### src/rtl/l1_evict_wb_pkg.sv
// Shared types and sizing for the L1 victim writeback buffer.
// Latency: n/a (types only).
// Backpressure: n/a (types only).
`ifndef CORE_IDX_WIDTH
`define CORE_IDX_WIDTH 6
`endif

package l1_evict_wb_pkg;

    localparam int DEPTH      = 2;
    localparam int TAG_W      = 20;
    localparam int LINE_W     = 256;
    localparam int BEAT_W     = 32;
    localparam int ADDR_W     = 32;
    localparam int IDX_W      = `CORE_IDX_WIDTH;
    localparam int BEATS      = LINE_W / BEAT_W;
    localparam int BEAT_CNT_W = $clog2(BEATS);
    localparam int OFF_W      = $clog2(BEAT_W / 8);
    localparam int PTR_W      = $clog2(DEPTH);
    localparam int CNT_W      = $clog2(DEPTH + 1);
    localparam int RAW_W      = TAG_W + IDX_W + BEAT_CNT_W + OFF_W;

    typedef struct packed {
        logic [TAG_W-1:0]  tag;
        logic [IDX_W-1:0]  idx;
        logic [LINE_W-1:0] data;
    } victim_t;

    typedef enum logic {
        IDLE  = 1'b0,
        BURST = 1'b1
    } state_t;

    // Byte address of one beat: line address bits above the beat index, byte offset zero.
    function automatic logic [ADDR_W-1:0] beat_addr(
        input logic [TAG_W-1:0]      tag,
        input logic [IDX_W-1:0]      idx,
        input logic [BEAT_CNT_W-1:0] beat
    );
        logic [RAW_W-1:0] raw;
        raw = {tag, idx, beat, {OFF_W{1'b0}}};
        return ADDR_W'(raw);
    endfunction

endpackage

### src/rtl/l1_evict_fifo.sv
// Victim entry storage: circular FIFO with per-entry valid/tag/idx taps for lookup.
// Latency: push visible at head and on the taps the cycle after it is accepted.
// Backpressure: push ignored while full; pop ignored while empty.
module l1_evict_fifo
    import l1_evict_wb_pkg::*;
(
    input  logic                        clk,
    input  logic                        rst_n,
    input  logic                        push,
    input  victim_t                     din,
    input  logic                        pop,
    output logic                        full,
    output logic                        empty,
    output victim_t                     head,
    output logic [DEPTH-1:0]            ent_vld,
    output logic [DEPTH-1:0][TAG_W-1:0] ent_tag,
    output logic [DEPTH-1:0][IDX_W-1:0] ent_idx
);

    victim_t          mem [DEPTH];
    logic [PTR_W-1:0] wr_ptr;
    logic [PTR_W-1:0] rd_ptr;
    logic [CNT_W-1:0] count;
    logic             push_ok;
    logic             pop_ok;

    assign full    = (count == CNT_W'(DEPTH));
    assign empty   = (count == '0);
    assign push_ok = push & ~full;
    assign pop_ok  = pop & ~empty;
    assign head    = mem[rd_ptr];

    // DEPTH is a power of two, so pointer overflow is the modulo wrap.
    always_ff @(posedge clk or negedge rst_n) begin
        if (!rst_n) begin
            wr_ptr  <= '0;
            rd_ptr  <= '0;
            count   <= '0;
            ent_vld <= '0;
        end else begin
            if (push_ok) wr_ptr <= wr_ptr + 1'b1;
            if (pop_ok)  rd_ptr <= rd_ptr + 1'b1;
            count   <= count + CNT_W'(push_ok) - CNT_W'(pop_ok);
            ent_vld <= (ent_vld & ~(DEPTH'(pop_ok) << rd_ptr)) | (DEPTH'(push_ok) << wr_ptr);
        end
    end

    always_ff @(posedge clk) begin
        if (push_ok) mem[wr_ptr] <= din;
    end

    always_comb begin
        for (int i = 0; i < DEPTH; i++) begin
            ent_tag[i] = mem[i].tag;
            ent_idx[i] = mem[i].idx;
        end
    end

endmodule

### src/rtl/l1_evict_wb.sv
// Dirty-victim writeback buffer: drains each buffered line as a BEATS-long write burst.
// Latency: burst starts two cycles after a push into an empty buffer; one idle cycle between bursts.
// Backpressure: wb_ack stalls the burst in place; ev_full tells upstream to stop pushing.
`ifndef CORE_IDX_WIDTH
`define CORE_IDX_WIDTH 6
`endif

module l1_evict_wb
    import l1_evict_wb_pkg::*;
(
    input  logic                       clk,
    input  logic                       rst_n,
    input  logic                       ev_push,
    input  logic                       ev_dirty,
    input  logic [TAG_W-1:0]           ev_tag,
    input  logic [`CORE_IDX_WIDTH-1:0] ev_idx,
    input  logic [LINE_W-1:0]          ev_data,
    output logic                       ev_full,
    input  logic [TAG_W-1:0]           lk_tag,
    input  logic [`CORE_IDX_WIDTH-1:0] lk_idx,
    output logic                       lk_hit,
    output logic                       wb_req,
    output logic [ADDR_W-1:0]          wb_addr,
    output logic [BEAT_W-1:0]          wb_data,
    output logic                       wb_last,
    input  logic                       wb_ack,
    output logic                       empty
);

    state_t                     state;
    state_t                     state_nxt;
    logic [BEAT_CNT_W-1:0]      beat_cnt;
    logic                       at_last;
    logic                       pop;
    logic                       fifo_empty;
    victim_t                    din;
    victim_t                    head;
    logic [DEPTH-1:0]           ent_vld;
    logic [DEPTH-1:0][TAG_W-1:0] ent_tag;
    logic [DEPTH-1:0][IDX_W-1:0] ent_idx;

    // Clean victims never enter the buffer.
    assign din = '{tag: ev_tag, idx: ev_idx, data: ev_data};

    l1_evict_fifo u_fifo (
        .clk     (clk),
        .rst_n   (rst_n),
        .push    (ev_push & ev_dirty),
        .din     (din),
        .pop     (pop),
        .full    (ev_full),
        .empty   (fifo_empty),
        .head    (head),
        .ent_vld (ent_vld),
        .ent_tag (ent_tag),
        .ent_idx (ent_idx)
    );

    assign at_last = (beat_cnt == BEAT_CNT_W'(BEATS - 1));

    always_ff @(posedge clk or negedge rst_n) begin
        if (!rst_n) begin
            state    <= IDLE;
            beat_cnt <= '0;
        end else begin
            state <= state_nxt;
            if (state == BURST && wb_ack) begin
                beat_cnt <= at_last ? '0 : beat_cnt + 1'b1;
            end
        end
    end

    always_comb begin
        state_nxt = state;
        wb_req    = 1'b0;
        pop       = 1'b0;
        case (state)
            IDLE: begin
                if (!fifo_empty) state_nxt = BURST;
            end
            BURST: begin
                wb_req = 1'b1;
                if (wb_ack && at_last) begin
                    pop       = 1'b1;
                    state_nxt = IDLE;
                end
            end
            default: state_nxt = IDLE;
        endcase
    end

    assign wb_last = wb_req & at_last;
    assign wb_addr = wb_req ? beat_addr(head.tag, head.idx, beat_cnt) : '0;
    assign wb_data = wb_req ? head.data[beat_cnt*BEAT_W +: BEAT_W] : '0;
    assign empty   = fifo_empty & (state == IDLE);

    // The draining head stays valid until its pop registers, so refills keep stalling through the last ack.
    always_comb begin
        lk_hit = 1'b0;
        for (int i = 0; i < DEPTH; i++) begin
            if (ent_vld[i] && ent_tag[i] == lk_tag && ent_idx[i] == lk_idx) lk_hit = 1'b1;
        end
    end

    a_no_push_when_full: assert property (@(posedge clk) disable iff (!rst_n) !(ev_push && ev_full));

endmodule

### config.mk
export PLATFORM = sky130hd
export DESIGN_NAME = l1_evict_wb
export DESIGN_NICKNAME = d
export VERILOG_FILES = /design/src/rtl/l1_evict_wb_pkg.sv /design/src/rtl/l1_evict_fifo.sv /design/src/rtl/l1_evict_wb.sv
export SDC_FILE = /design/constraint.sdc
export NUM_CORES = 1
export LEC_CHECK = 0
export BUFFER_PORTS_ARGS = -buffer_cell sky130_fd_sc_hd__buf_2
export CORE_MARGIN = 5
export CORE_UTILIZATION = 30
export CTS_CLUSTER_DIAMETER = 40
export DETAILED_ROUTE_END_ITERATION = 16
export PLACE_DENSITY = 0.51
export SETUP_SLACK_MARGIN = 0.2
export SYNTH_ARGS = -nofsm -noshare
export SYNTH_HDL_FRONTEND = slang
export SYNTH_HIERARCHICAL = 1
export SYNTH_SLANG_ARGS = --single-unit
### constraint.sdc
create_clock -name clk -period 15.6 [get_ports clk]
set_input_delay 1.56 -clock clk [delete_from_list [all_inputs] [get_ports clk]]
set_output_delay 1.56 -clock clk [all_outputs]
set_load 0.01 [all_outputs]
==> summary.txt <==
Hold path
  – Hold_sp: u_fifo/ent_vld[0]
  – Hold path endpoint: u_fifo/ent_vld[0]
  – Hold crit path type: reg2reg
  – Worst Hold Path Cells: 2

Synth
  – Post-synth ARST share: 0.0174
  – Yosys warns: 6
  – Post-synthesis average cell area: 20.5 sq um
  – Area share of the largest cell type after synthesis: 0.672
  – Yosys cell types: 33
  – Synth Cell Area: 25200 sq um
  – Number of synthesized flops with an enable pin: 564
  – #FFs+latches synth: 574
  – Mapped Cells: 1230
  – Cell accounting for the most synthesized area: edfxtp_1
  – Top-count cell post-synth: edfxtp_1
  – Synth top area cells: edfxtp_1, mux2_4, mux4_2
  – Post-synthesis sequential area ratio: 0.682
  – Primary FF master, synth: edfxtp_1
  – Synth top cells by count: edfxtp_1, mux2_4, mux4_2

Timing
  – Fin crit share: 0.423
  – Slew headroom: 0.274
  – Unrepaired setup endpoints after global routing: no
  – Final Max Tran Viols: 0
  – Clock skew: 0.0492 ns
  – Final worst path period need: 6.60 ns
  – # setup viols final: 0
  – Setup_tns: 0 ns
  – Worst Tran Pin Value: 1.09 ns
  – Final Hold Fails: 0
  – F_max: 0.151 GHz
  – Fin Hold WS: 0.530 ns

Drt
  – Avg WL per Cell: 21.3 um
  – ANT nets after route: 0
  – Vias per cell: 4.40
  – 1st-iter DRT viols: 534
  – WL final: 59700 um
  – Drt drc: 0
  – Vias: 12309
  – Pre-antenna DRT Iters: 4

Clocking
  – Sink Count: 574
  – Clock root buffer: clkbuf_16
  – CTS tree: built
  – Worst skew pair latency: 0.66 ns
  – Post-CTS setup buffer count: 0
  – Clock buffer depth: 3
  – Hold Buf Count CTS: 0
  – H-tree depth: 3
  – TritonCTS buffer count: 103
  – Clk slew on worst S/H paths: 0.04 ns
  – Post-CTS Resized: 0

Setup path
  – Slowest stage delay, CP: 0.94 ns
  – Worst-path maximum fanout: 120
  – Crit path capture type: primary output
  – Kind of critical path: reg2out
  – Buf/Inv on CP: 4
  – Critical path launch point type: flip-flop
  – Top cell by count, worst path: buf_4
  – RR Startpoint: beat_cnt[1]
  – Max stage delay cell, worst path: buf_4
  – CP top delay family: buffers and inverters
  – Reg2reg end: u_fifo/count[1]
  – Reg2Reg Depth: 11
  – CP Cell Sequence: buf_12 -> buf_4 -> buf_4 -> mux2_2 -> mux4_2 -> mux2i_1 -> nor2b_1 -> buf_2
  – Setup slack, reg-to-reg: 12.22 ns
  – CP required: 14.04 ns
  – Arrival @ worst endpoint: 5.04 ns

Floorplanning
  – Chip height: 300 um
  – Die area: 89900 sq um
  – Die width: 300 um
  – # IOs: 382
  – Core area: 83400 sq um
  – Initial cell density of the core: 0.302
  – Floorplan row count: 106

Final layout
  – Total Nets Final: 1933
  – Area Overhead vs Synth: 23.9%
  – Proportion of layout cells with a drive suffix above 1: 0.533

Placement
  – PortBufs: 378
  – HPWL after detailed placement: 38700 um
  – Placer Congestion: 0.744

Global route
  – Met3 Use GR: 0.0426
  – Vias in the first global route: 13731
  – GRT Total Usage: 0.130
  – Most Crowded Layer GR: met2
  – Largest net degree at the start of global routing: 151
  – Grt met2 use: 0.230
  – First-pass GRT wire length: 87500 um
  – Gr ovfl total: 0
  – Met1 Track Usage GR: 0.149
  – Initial antenna violation count: 31

Outcome
  – Run status: finished, final reports clean

Job
  – Max cap viols: 0

Power and ir drop
  – Peak VDD IR: 105 uV
  – LEAKAGE: 11.7 nW
  – Pwr Density: 191 nW/um^2
==> registers in the layout, indices dropped and copies added, names as in the netlist <==
register and cells:
u_fifo/ent_vld 2, u_fifo/mem 564, u_fifo/rd_ptr 1, beat_cnt 3, state 1, u_fifo/wr_ptr 1, u_fifo/count 2
==> through the flow <==
stage	utilization	setup WS, ns	cells	total power, mW	cell area, sq um
floorplan	-	1.20	1232	3.47	25200
global placement	0.332	9.61	2591	3.86	27700
detailed placement	0.332	9.56	2591	3.88	27700
CTS	0.374	8.87	2781	6.11	31200
global route	0.374	8.72	2787	6.28	31200
finish	0.374	9.00	2797	5.98	31200
==> logic make-up (layout without fill, tap and decap cells) <==
family,after synthesis,after routing,synth area share
XOR/XNOR,56,56,0.0195
multiplexers,380,380,0.235
AND/OR/NAND/NOR,92,92,0.0222
adder cells (fa/ha/maj),4,4,0.00199
flip-flops,574,574,0.682
buffers and inverters,117,586,0.0381
AO/OA/AOI/OAI,6,6,0.00134
other,1,19,0.000149
==> worst min-delay path, cell delays in order, from the launching register on <==
cell	delay (ns)
dfrtp_1	0.35
o21ai_0	0.08
o21ai_0	0.07
==> where the power goes <==
group	total, mW	internal, mW	switching [mW]	leakage (nW)
sequential	2.06	1.93	0.132	5.26
clock	2.20	1.40	0.792	1.67
combinational	1.72	0.919	0.804	4.75
total	5.98	4.25	1.73	11.7
==> per-layer routing <==
metal / vias up / wire [um]
li1: 5630 / -
met1: 6175 / 23100
met2: 359 / 30900
met3: 125 / 4080
met4: 20 / 1440
met5: - / 151
==> layout by cell type, fill, tap and decap left out, types with 5 or more instances in the layout <==
master      count
inv_6           8
clkbuf_16     103
clkinv_2       12
nand4_1         8
clkbuf_1       12
xnor2_1        34
and2_1         31
mux2_4        248
buf_4          11
mux2_2         35
buf_2         378
dfrtp_1         5
edfxtp_1      564
xor2_1         22
bufinv_16      10
mux2i_1        32
clkinv_1       11
inv_8           5
nor2b_1        33
mux4_1          7
mux4_2         57
clkinvlp_4     11
diode_2        16
clkinv_4        9
==> worst max-delay path by stage <==
stage                        startpoint          endpoint  depth (start not counted)
final                     u_fifo/rd_ptr        wb_data[5]                          8
after global routing      u_fifo/rd_ptr        wb_data[8]                          8
after floorplan                 ev_push  u_fifo/mem[0][0]                          3
after global placement    u_fifo/rd_ptr        wb_data[5]                          8
after CTS                 u_fifo/rd_ptr        wb_data[5]                          8
after detailed placement  u_fifo/rd_ptr        wb_data[5]                          8
==> final cells by class <==
type | count | area [sq um]
Timing Repair Buffer | 392 | 2030
Inverter | 4 | 15.0
Fill cell | 7761 | 52200
Multi-Input combinational cell | 541 | 7070
Clock inverter | 73 | 858
Antenna cell | 16 | 40.0
Tap cell | 1080 | 1350
Sequential cell | 574 | 17200
Clock buffer | 117 | 2650
No activity file was read; power rests on OpenSTA's default activity.
